===== config.mk =====
export PLATFORM = sky130hd
export DESIGN_NAME = commit_trace_unit
export DESIGN_NICKNAME = d
export VERILOG_FILES = /design/src/rtl/cpu_trace_pkg.sv /design/src/rtl/trace_fifo.sv /design/src/rtl/commit_trace_unit.sv
export SDC_FILE = /design/constraint.sdc
export NUM_CORES = 1
export LEC_CHECK = 0
export BUFFER_PORTS_ARGS = -buffer_cell sky130_fd_sc_hd__buf_2
export CAP_MARGIN = 20
export CORE_MARGIN = 5
export CORE_UTILIZATION = 40
export CTS_CLUSTER_SIZE = 28
export DETAILED_ROUTE_END_ITERATION = 7
export HOLD_SLACK_MARGIN = 0.08
export SLEW_MARGIN = 20
export SYNTH_ARGS = -nofsm -noshare
export SYNTH_HDL_FRONTEND = slang
export SYNTH_HIERARCHICAL = 1
export SYNTH_SLANG_ARGS = --single-unit
export TNS_END_PERCENT = 10

===== constraint.sdc =====
create_clock -name clk -period 9.9 [get_ports clk]
set_input_delay 1.485 -clock clk [delete_from_list [all_inputs] [get_ports clk]]
set_output_delay 1.485 -clock clk [all_outputs]
set_load 0.05 [all_outputs]

===== src/rtl/cpu_trace_pkg.sv =====
// cpu_trace_pkg: shared trace record, kind and sequencing types for the commit trace unit
package cpu_trace_pkg;
  localparam int TRACE_CNT_W = 32;
  typedef enum logic [2:0] {NOP = 3'd0, REG = 3'd1, LD = 3'd2, ST = 3'd3, HALT = 3'd4} trace_kind_t;
  typedef struct packed {
    trace_kind_t             kind;
    logic [TRACE_CNT_W-1:0]  inum;
    logic [15:0]             pc;
    logic [3:0]              rd;
    logic [15:0]             value;
    logic [15:0]             addr;
  } trace_rec_t;
  typedef enum logic [1:0] {RUN, DRAIN, DONE} trace_state_t;
endpackage


===== src/rtl/trace_fifo.sv =====
// trace_fifo: synchronous FIFO with wrap-bit pointers; push is refused when full even alongside a pop
module trace_fifo #(
  parameter int W     = 8,
  parameter int DEPTH = 8
) (
  input  logic         clk,
  input  logic         rst,
  input  logic         push,
  input  logic         pop,
  input  logic [W-1:0] din,
  output logic [W-1:0] dout,
  output logic         full,
  output logic         empty
);
  localparam int AW = $clog2(DEPTH);
  logic [W-1:0] mem_q [DEPTH];
  logic [AW:0]  wr_q, wr_d, rd_q, rd_d;
  logic         do_push, do_pop;
  always_comb begin
    empty   = wr_q == rd_q;
    full    = (wr_q[AW] != rd_q[AW]) && (wr_q[AW-1:0] == rd_q[AW-1:0]);
    do_push = push & ~full;
    do_pop  = pop & ~empty;
    wr_d    = do_push ? wr_q + (AW+1)'(1) : wr_q;
    rd_d    = do_pop ? rd_q + (AW+1)'(1) : rd_q;
    dout    = empty ? '0 : mem_q[rd_q[AW-1:0]];
  end
  always_ff @(posedge clk or posedge rst) begin
    if (rst) begin
      wr_q <= '0;
      rd_q <= '0;
    end else begin
      wr_q <= wr_d;
      rd_q <= rd_d;
    end
  end
  always_ff @(posedge clk) begin
    if (do_push) mem_q[wr_q[AW-1:0]] <= din;
  end
endmodule


===== src/rtl/commit_trace_unit.sv =====
// commit_trace_unit: classifies retiring instructions into numbered trace records with counters,
// halt/drain sequencing and a runaway-cycle watchdog
module commit_trace_unit
  import cpu_trace_pkg::*;
#(
  parameter int DEPTH      = 8,
  parameter int CNT_W      = 32,
  parameter int MAX_CYCLES = 100000
) (
  input  logic             clk,
  input  logic             rst,
  input  logic             cmt_valid,
  input  logic [15:0]      cmt_pc,
  input  logic             cmt_reg_wr,
  input  logic [3:0]       cmt_rd,
  input  logic [15:0]      cmt_wdata,
  input  logic             cmt_mem_rd,
  input  logic             cmt_mem_wr,
  input  logic [15:0]      cmt_addr,
  input  logic [15:0]      cmt_mdata,
  input  logic             cmt_halt,
  output logic             stall_req,
  output logic             rec_valid,
  input  logic             rec_ready,
  output logic [2:0]       rec_kind,
  output logic [CNT_W-1:0] rec_inum,
  output logic [15:0]      rec_pc,
  output logic [3:0]       rec_reg,
  output logic [15:0]      rec_value,
  output logic [15:0]      rec_addr,
  output logic [CNT_W-1:0] cycle_count,
  output logic [CNT_W-1:0] inst_count,
  output logic             done,
  output logic             timeout,
  output logic             overflow
);
  trace_state_t     state_q, state_d;
  logic [CNT_W-1:0] cycle_q, cycle_d, inst_q, inst_d;
  logic             timeout_q, timeout_d, overflow_q, overflow_d, done_q, done_d;
  logic             full, empty, run, accept, wd_hit, has_rd;
  trace_kind_t      kind;
  trace_rec_t       rec_in, rec_out;
  always_comb begin
    kind = cmt_halt ? HALT : (cmt_reg_wr & cmt_mem_rd) ? LD : cmt_reg_wr ? REG : cmt_mem_wr ? ST : NOP;
    has_rd = (kind == REG) || (kind == LD);
    rec_in.kind  = kind;
    rec_in.inum  = TRACE_CNT_W'(inst_q);
    rec_in.pc    = cmt_pc;
    rec_in.rd    = has_rd ? cmt_rd : '0;
    rec_in.value = has_rd ? cmt_wdata : (kind == ST) ? cmt_mdata : '0;
    rec_in.addr  = (kind == LD || kind == ST) ? cmt_addr : '0;
    run    = state_q == RUN;
    accept = cmt_valid & ~full & run;
    wd_hit = run & (cycle_q == CNT_W'(MAX_CYCLES - 1));
    inst_d     = (accept & ~&inst_q) ? inst_q + CNT_W'(1) : inst_q;
    cycle_d    = (run & ~&cycle_q) ? cycle_q + CNT_W'(1) : cycle_q;
    timeout_d  = timeout_q | wd_hit;
    overflow_d = overflow_q | (cmt_valid & full & run);
    state_d    = run ? (((accept & cmt_halt) | wd_hit) ? DRAIN : RUN)
               : (state_q == DRAIN && empty) ? DONE : state_q;
    done_d     = state_d == DONE;
  end
  always_ff @(posedge clk or posedge rst) begin
    if (rst) begin
      state_q    <= RUN;
      cycle_q    <= '0;
      inst_q     <= '0;
      timeout_q  <= 1'b0;
      overflow_q <= 1'b0;
      done_q     <= 1'b0;
    end else begin
      state_q    <= state_d;
      cycle_q    <= cycle_d;
      inst_q     <= inst_d;
      timeout_q  <= timeout_d;
      overflow_q <= overflow_d;
      done_q     <= done_d;
    end
  end
  trace_fifo #(.W($bits(trace_rec_t)), .DEPTH(DEPTH)) u_fifo (
    .clk   (clk),
    .rst   (rst),
    .push  (accept),
    .pop   (rec_ready),
    .din   (rec_in),
    .dout  (rec_out),
    .full  (full),
    .empty (empty)
  );
  assign stall_req   = full;
  assign rec_valid   = ~empty;
  assign rec_kind    = rec_out.kind;
  assign rec_inum    = CNT_W'(rec_out.inum);
  assign rec_pc      = rec_out.pc;
  assign rec_reg     = rec_out.rd;
  assign rec_value   = rec_out.value;
  assign rec_addr    = rec_out.addr;
  assign cycle_count = cycle_q;
  assign inst_count  = inst_q;
  assign done        = done_q;
  assign timeout     = timeout_q;
  assign overflow    = overflow_q;
endmodule


# [Word-level counts from Yosys, hierarchy flattened]
# Memories as Yosys holds them, arrays and structs flattened.
# Index checks and enable logic that the tools add are counted.
# Widths: inputs -> output; s select.
[word_totals] regBits=77 mem_count=1 in_bits=76 ram_bits=696
[op_classes] n_bitwise=16 reduce_logical=9 eq_ne=9 n_addsub=4 n_mux=14
[memory_table] name="u_fifo.mem_q" depth=8 width=87 read_ports=1 rd_ports_with_merged_regs=0 write_ports=1 line_no="trace_fifo.sv:16" source="logic [W-1:0] mem_q [DEPTH];"
[op_table] cell="$mux 87" count=1
[op_table] cell="$add 32x1->32 const B" count=2
[op_table] cell="$reduce_and 32->1" count=2
[op_table] cell="$mux 16" count=3
[op_table] cell="$eq 32x17->1 const B" count=1
[op_table] cell="$and 1x1->1" count=11
[op_table] cell="$mux 2" count=5
[op_table] cell="$add 4x1->4 const B" count=2
[op_table] cell="$eq 3x2->1 const B" count=2
[op_table] cell="$eq 4x4->1" count=1
[op_table] cell="$mux 4" count=1
[op_table] cell="$eq 3x1->1 const B" count=1
[op_table] cell="$eq 3x3->1" count=1
[op_table] cell="$mux 1" count=3
[op_table] cell="$mux 3" count=1
[op_table] cell="$or 1x1->1" count=3
[op_table] cell="$eq 2x1->1 const B" count=1
[op_table] cell="$eq 2x2->1 const B" count=1
[op_table] cell="$logic_and 1x1->1" count=2
[op_table] cell="$logic_not 1->1" count=2
[op_table] cell="$logic_not 2->1" count=1
[op_table] cell="$logic_or 1x1->1" count=2
[op_table] cell="$not 1->1" count=2
[op_table] cell="$ne 1x1->1" count=1

# [Depth between registers and ports, before layout]
[logic_depth] word_depth=10 depth_mapped=9 depth_no_buf=8

# [Cells and area by module]
# The synthesis kept the hierarchy.
[by_module_without_submodules] module="trace_fifo" area_each_um2=27522.6 instances=1 seq_area_each_um2=21100.2 cells_per_inst=1459
[by_module_without_submodules] module="commit_trace_unit" area_each_um2=3973.8 instances=1 seq_area_each_um2=1726.7 cells_per_inst=406

# [Least setup slack after synthesis]
# OpenSTA, ideal clock, no wires.
[synth_path] path_kind="input-to-reg" startpoint="in cmt_valid" endpoint="mem u_fifo/mem_q[4][0] in the netlist's numbering (enable)" arrival_ps=10148 cell_stages=4 path_slack_ps=-995 path_buffers=0 cell_sequence="nand3b_1 -> inv_1 -> nand2_1 -> nor4_1"
[synth_between] elab_chain_cells=5
[synth_lines] element="start: declaration" line_no="commit_trace_unit.sv:12" source="input logic cmt_valid,"
[synth_lines] element="$and 1x1->1 (2 in series)" line_no="commit_trace_unit.sv:53" source="accept = cmt_valid & ~full & run;"
[synth_lines] element="via accept" line_no="commit_trace_unit.sv:40" source="logic full, empty, run, accept, wd_hit, has_rd;"
[synth_lines] element="$and 1x1->1" line_no="trace_fifo.sv:22" source="do_push = push & ~full;"
[synth_lines] element="$mux 1" line_no="trace_fifo.sv:38" source="if (do_push) mem_q[wr_q[AW-1:0]] <= din;"
[synth_lines] element="$mux 1 (implied by the code)" line_no="trace_fifo.sv:38"
[synth_lines] element="end: declaration" line_no="trace_fifo.sv:16"
# The timed path passes the listed nets, and every way through them passes these cells.

# [Final worst setup path]
[layout_path] startpoint="reg u_fifo.rd_q[0]" endpoint="out rec_inum[16]"
[layout_between] elab_chain_cells=2
[layout_lines] element="start: declaration" line_no="trace_fifo.sv:17" source="logic [AW:0] wr_q, wr_d, rd_q, rd_d;"
[layout_lines] element="start signal: assignment" line_no="trace_fifo.sv:34" source="rd_q <= rd_d;"
[layout_lines] element="$mem_v2 8x87 or $eq 4x4->1 (tied branches)"
[layout_lines] element="$mux 87 *" line_no="trace_fifo.sv:26" source="dout = empty ? '0 : mem_q[rd_q[AW-1:0]];"
[layout_lines] element="end: declaration" line_no="commit_trace_unit.sv:26" source="output logic [CNT_W-1:0] rec_inum,"
# Every way passes the cells marked *; elsewhere a longest branch is shown, timed or not.

==> flow_metrics.py <==
metrics = {
    "grt": {
        "grt_pass1_wl_um": 112400,
        "grt_max_degree": 70,
        "grt_util_all_layers_pct": 17.11,
        "grt_pass1_vias": 17710,
        "antenna_found_initial": 3,
        "overflow": 0,
    },
    "synthesis": {
        "synth_seq_cells": 773,
        "seq_area_frac_synth_pct": 72.47,
        "synth_compound_area_share_pct": 5.220,
        "synth_top_family_by_area": "multiplexers",
        "synthSimpleGateAreaFrac_pct": 5.772,
        "yosysUniqueCellTypes": 58,
        "synth_top_area_share_pct": 66.36,
        "synth_xor_area_share_pct": 2.260,
        "synthTopCellsByArea": "edfxtp_1, mux2i_1, dfrtp_1, a22oi_1, and3_1",
        "synth_adder_area_share_pct": 0.1589,
        "synth.area.mux_share_pct": 11.20,
        "syn_area_mm2": 0.03150,
        "yosys_warnings": 6,
        "syn-instance-count": 1865,
        "avgSynthCellArea_um2": 16.89,
        "synth_fp_nets": 1945,
        "synth_largest_area_cell": "edfxtp_1",
    },
    "sta": {
        "layout_worst_path_cycle_share_pct": 60.20,
        "relSlewSlack_pct": 26.09,
        "clock_skew_ns": 0.03321,
        "maxSlewViolCount": 0,
        "tightest_slew_ns": 1.109,
        "setup_violations": 0,
        "hold_viol_final": 0,
        "final.setup.tns_ns": 0,
        "timing.fmax_mhz": 167.8,
        "period_needed_ns": 5.960,
        "rsz0062_at_grt": "false",
    },
    "power": {
        "powerDensity_mw_per_mm2": 182.0,
        "max-vdd-ir-drop_v": 0.0001261,
        "p_leak_nw": 12.48,
    },
    "cts": {
        "cts_setup_buffers": 0,
        "cts.repair.resized": 0,
        "h-tree-depth": 3,
        "cts_hold_buf": 0,
        "cts_root_buf": "clkbuf_16",
        "worstSkewPairLatency_ns": 0.63,
        "tritoncts": "built",
        "cts_buffers": 83,
        "clkTransAtPathRegs_ns": 0.06,
        "numClockSinks": 773,
        "clock_path_buffers": 3,
    },
    "placed_design": {
        "port_buffers": 231,
        "dp_hpwl_um": 42630,
        "postPlaceCellArea_mm2": 0.03345,
        "gp_congestion": 0.7842,
    },
    "floorplan": {
        "die_x_um": 290.6,
        "die_area_mm2": 0.08445,
        "initial_core_util_pct": 40.13,
        "core_area_mm2": 0.07848,
        "fp-row-count": 103,
        "pin_count": 232,
        "die_h_um": 290.6,
    },
    "run_status": {
        "outcome": "complete, no violations",
    },
    "route": {
        "drtPass1Iterations": 5,
        "wl_um": 74600,
        "drt-initial-drc-count": 1276,
        "ant_nets": 0,
        "wl_per_cell_um": 23.33,
        "dr_wl_met3_um": 3994,
        "vias": 17230,
        "drt-met1-wl_um": 33090,
        "dr.max_layer_used": "met5",
        "vias_per_cell": 5.388,
        "drc_errors": 0,
        "met2WireLength_um": 36000,
    },
    "finish": {
        "design_area_mm2": 0.03621,
        "final_cell_mix": "edfxtp_1, mux2i_1, buf_2",
        "final_common_cell": "edfxtp_1",
        "areaGrowthSynthToFinish_pct": 14.95,
        "layout-drive-gt1-share_pct": 20.04,
        "nets": 2157,
    },
    "worst_setup_path": {
        "critPathMaxFanout": 62,
        "endpoint_kind": "primary output",
        "start_kind": "flop",
        "required_ns": 8.42,
        "cp_data_arrival_time_ns": 4.48,
        "critical_path_class": "reg2out",
    },
    "worst_hold_path": {
        "hold_class": "reg2reg",
    },
    "flow_run": {
        "max-cap-violations": 0,
    },
}
-- sequential cells by signal, indices dropped and copies added, names as in the netlist --
name	flops
cycle_count	32
state_q	2
u_fifo/wr_q	4
inst_count	32
overflow	1
u_fifo/mem_q	696
u_fifo/rd_q	4
timeout	1
done	1
-- per-layer routing --
metal	vias to the layer above	GRT usage, %
met5	-	0
met4	2	4.512
met3	104	3.194
met2	474	27.86
met1	8898	23.88
li1	7749	-
-- critical path, stage by stage, from the launching register on --
cell	delay [ns]
dfrtp_4	0.96
buf_4	0.90
buf_4	0.92
mux2i_1	0.17
a22oi_1	0.34
and3_1	0.23
buf_2	0.27
-- power by group --
group	internal, mW	switching, mW	leakage [nW]	total (mW)
combinational	0.0164	0.0436	3.82	0.0601
sequential	3.54	0	7.36	3.54
clock	1.73	1.26	1.30	2.99
-- worst paths after layout --
| kind | startpoint | to | slack, ns | depth (start not counted) |
|---|---|---|---|---|
| worst max-delay path | u_fifo/rd_q[0] | rec_inum[16] | 3.94 | 6 |
| worst max register to register | u_fifo/rd_q[0] | u_fifo/mem_q[7][29] | 4.43 | 8 |
| worst min-delay path | timeout | timeout | 0.47 | 1 |
| min in group asynchronous | rst | u_fifo/wr_q[0] | 0.85 | 2 |
| max in group asynchronous | rst | cycle_count[11] | 8.08 | 3 |
| worst min register to register | timeout | timeout | 0.47 | 1 |
-- cell families (layout without fill, tap and decap cells) --
logic type / after synthesis / count (layout)
buffers and inverters: 148 / 429
XOR/XNOR: 74 / 74
other: 0 / 1
flip-flops: 773 / 773
adder cells (fa/ha/maj): 4 / 4
multiplexers: 352 / 352
AO/OA/AOI/OAI: 210 / 210
AND/OR/NAND/NOR: 304 / 304
-- final cells by class --
type	count	area, um2
diodes	1	2.502
clock buffers	105	2221
clock inverters	49	441.7
fillers	6696	42280
inverters	11	41.29
multi-input cells	944	7848
flip-flops and latches	773	22830
well taps	1050	1314
repair buffers	264	1508
-- Yosys cell counts (all sizes together) --
cell and count:
or2 1, nor3b 3, o41ai 3, o21ai 3
ha 4, and3 95, a31o 2, xnor2 37
buf 98, dfrtp 77, mux2 3, or3 2
a22oi 174, edfxtp 696, nor2b 4, xor2 37
nor2 18, nand2 42, nor3 15, and4 9
clkbuf 39, and2 31, inv 11, a311o 2
mux2i 349, nand3b 1, nand2b 5, a311oi 1
nand4 24, or4 2, a41oi 2, a21oi 1
a31oi 3, nor4 22, nor4b 4, o311ai 2
o211a 1, nand3 26, a22o 16
-- metrics by stage --
stage               std cells  utilization [%]  power, mW  hold slack [ns]  setup WS, ns
finish                   3197            46.13      6.591           0.4665         3.940
global route             3196            46.13      6.806           0.4825         3.665
CTS                      3193            46.01      6.670           0.4744         3.814
detailed placement       3039            42.62      3.666           0.4586         4.280
global placement         3036            42.55      3.663           0.4537         4.401
floorplan                1865                -      3.626           0.5004         1.251
(Power assumes the default switching activity.)
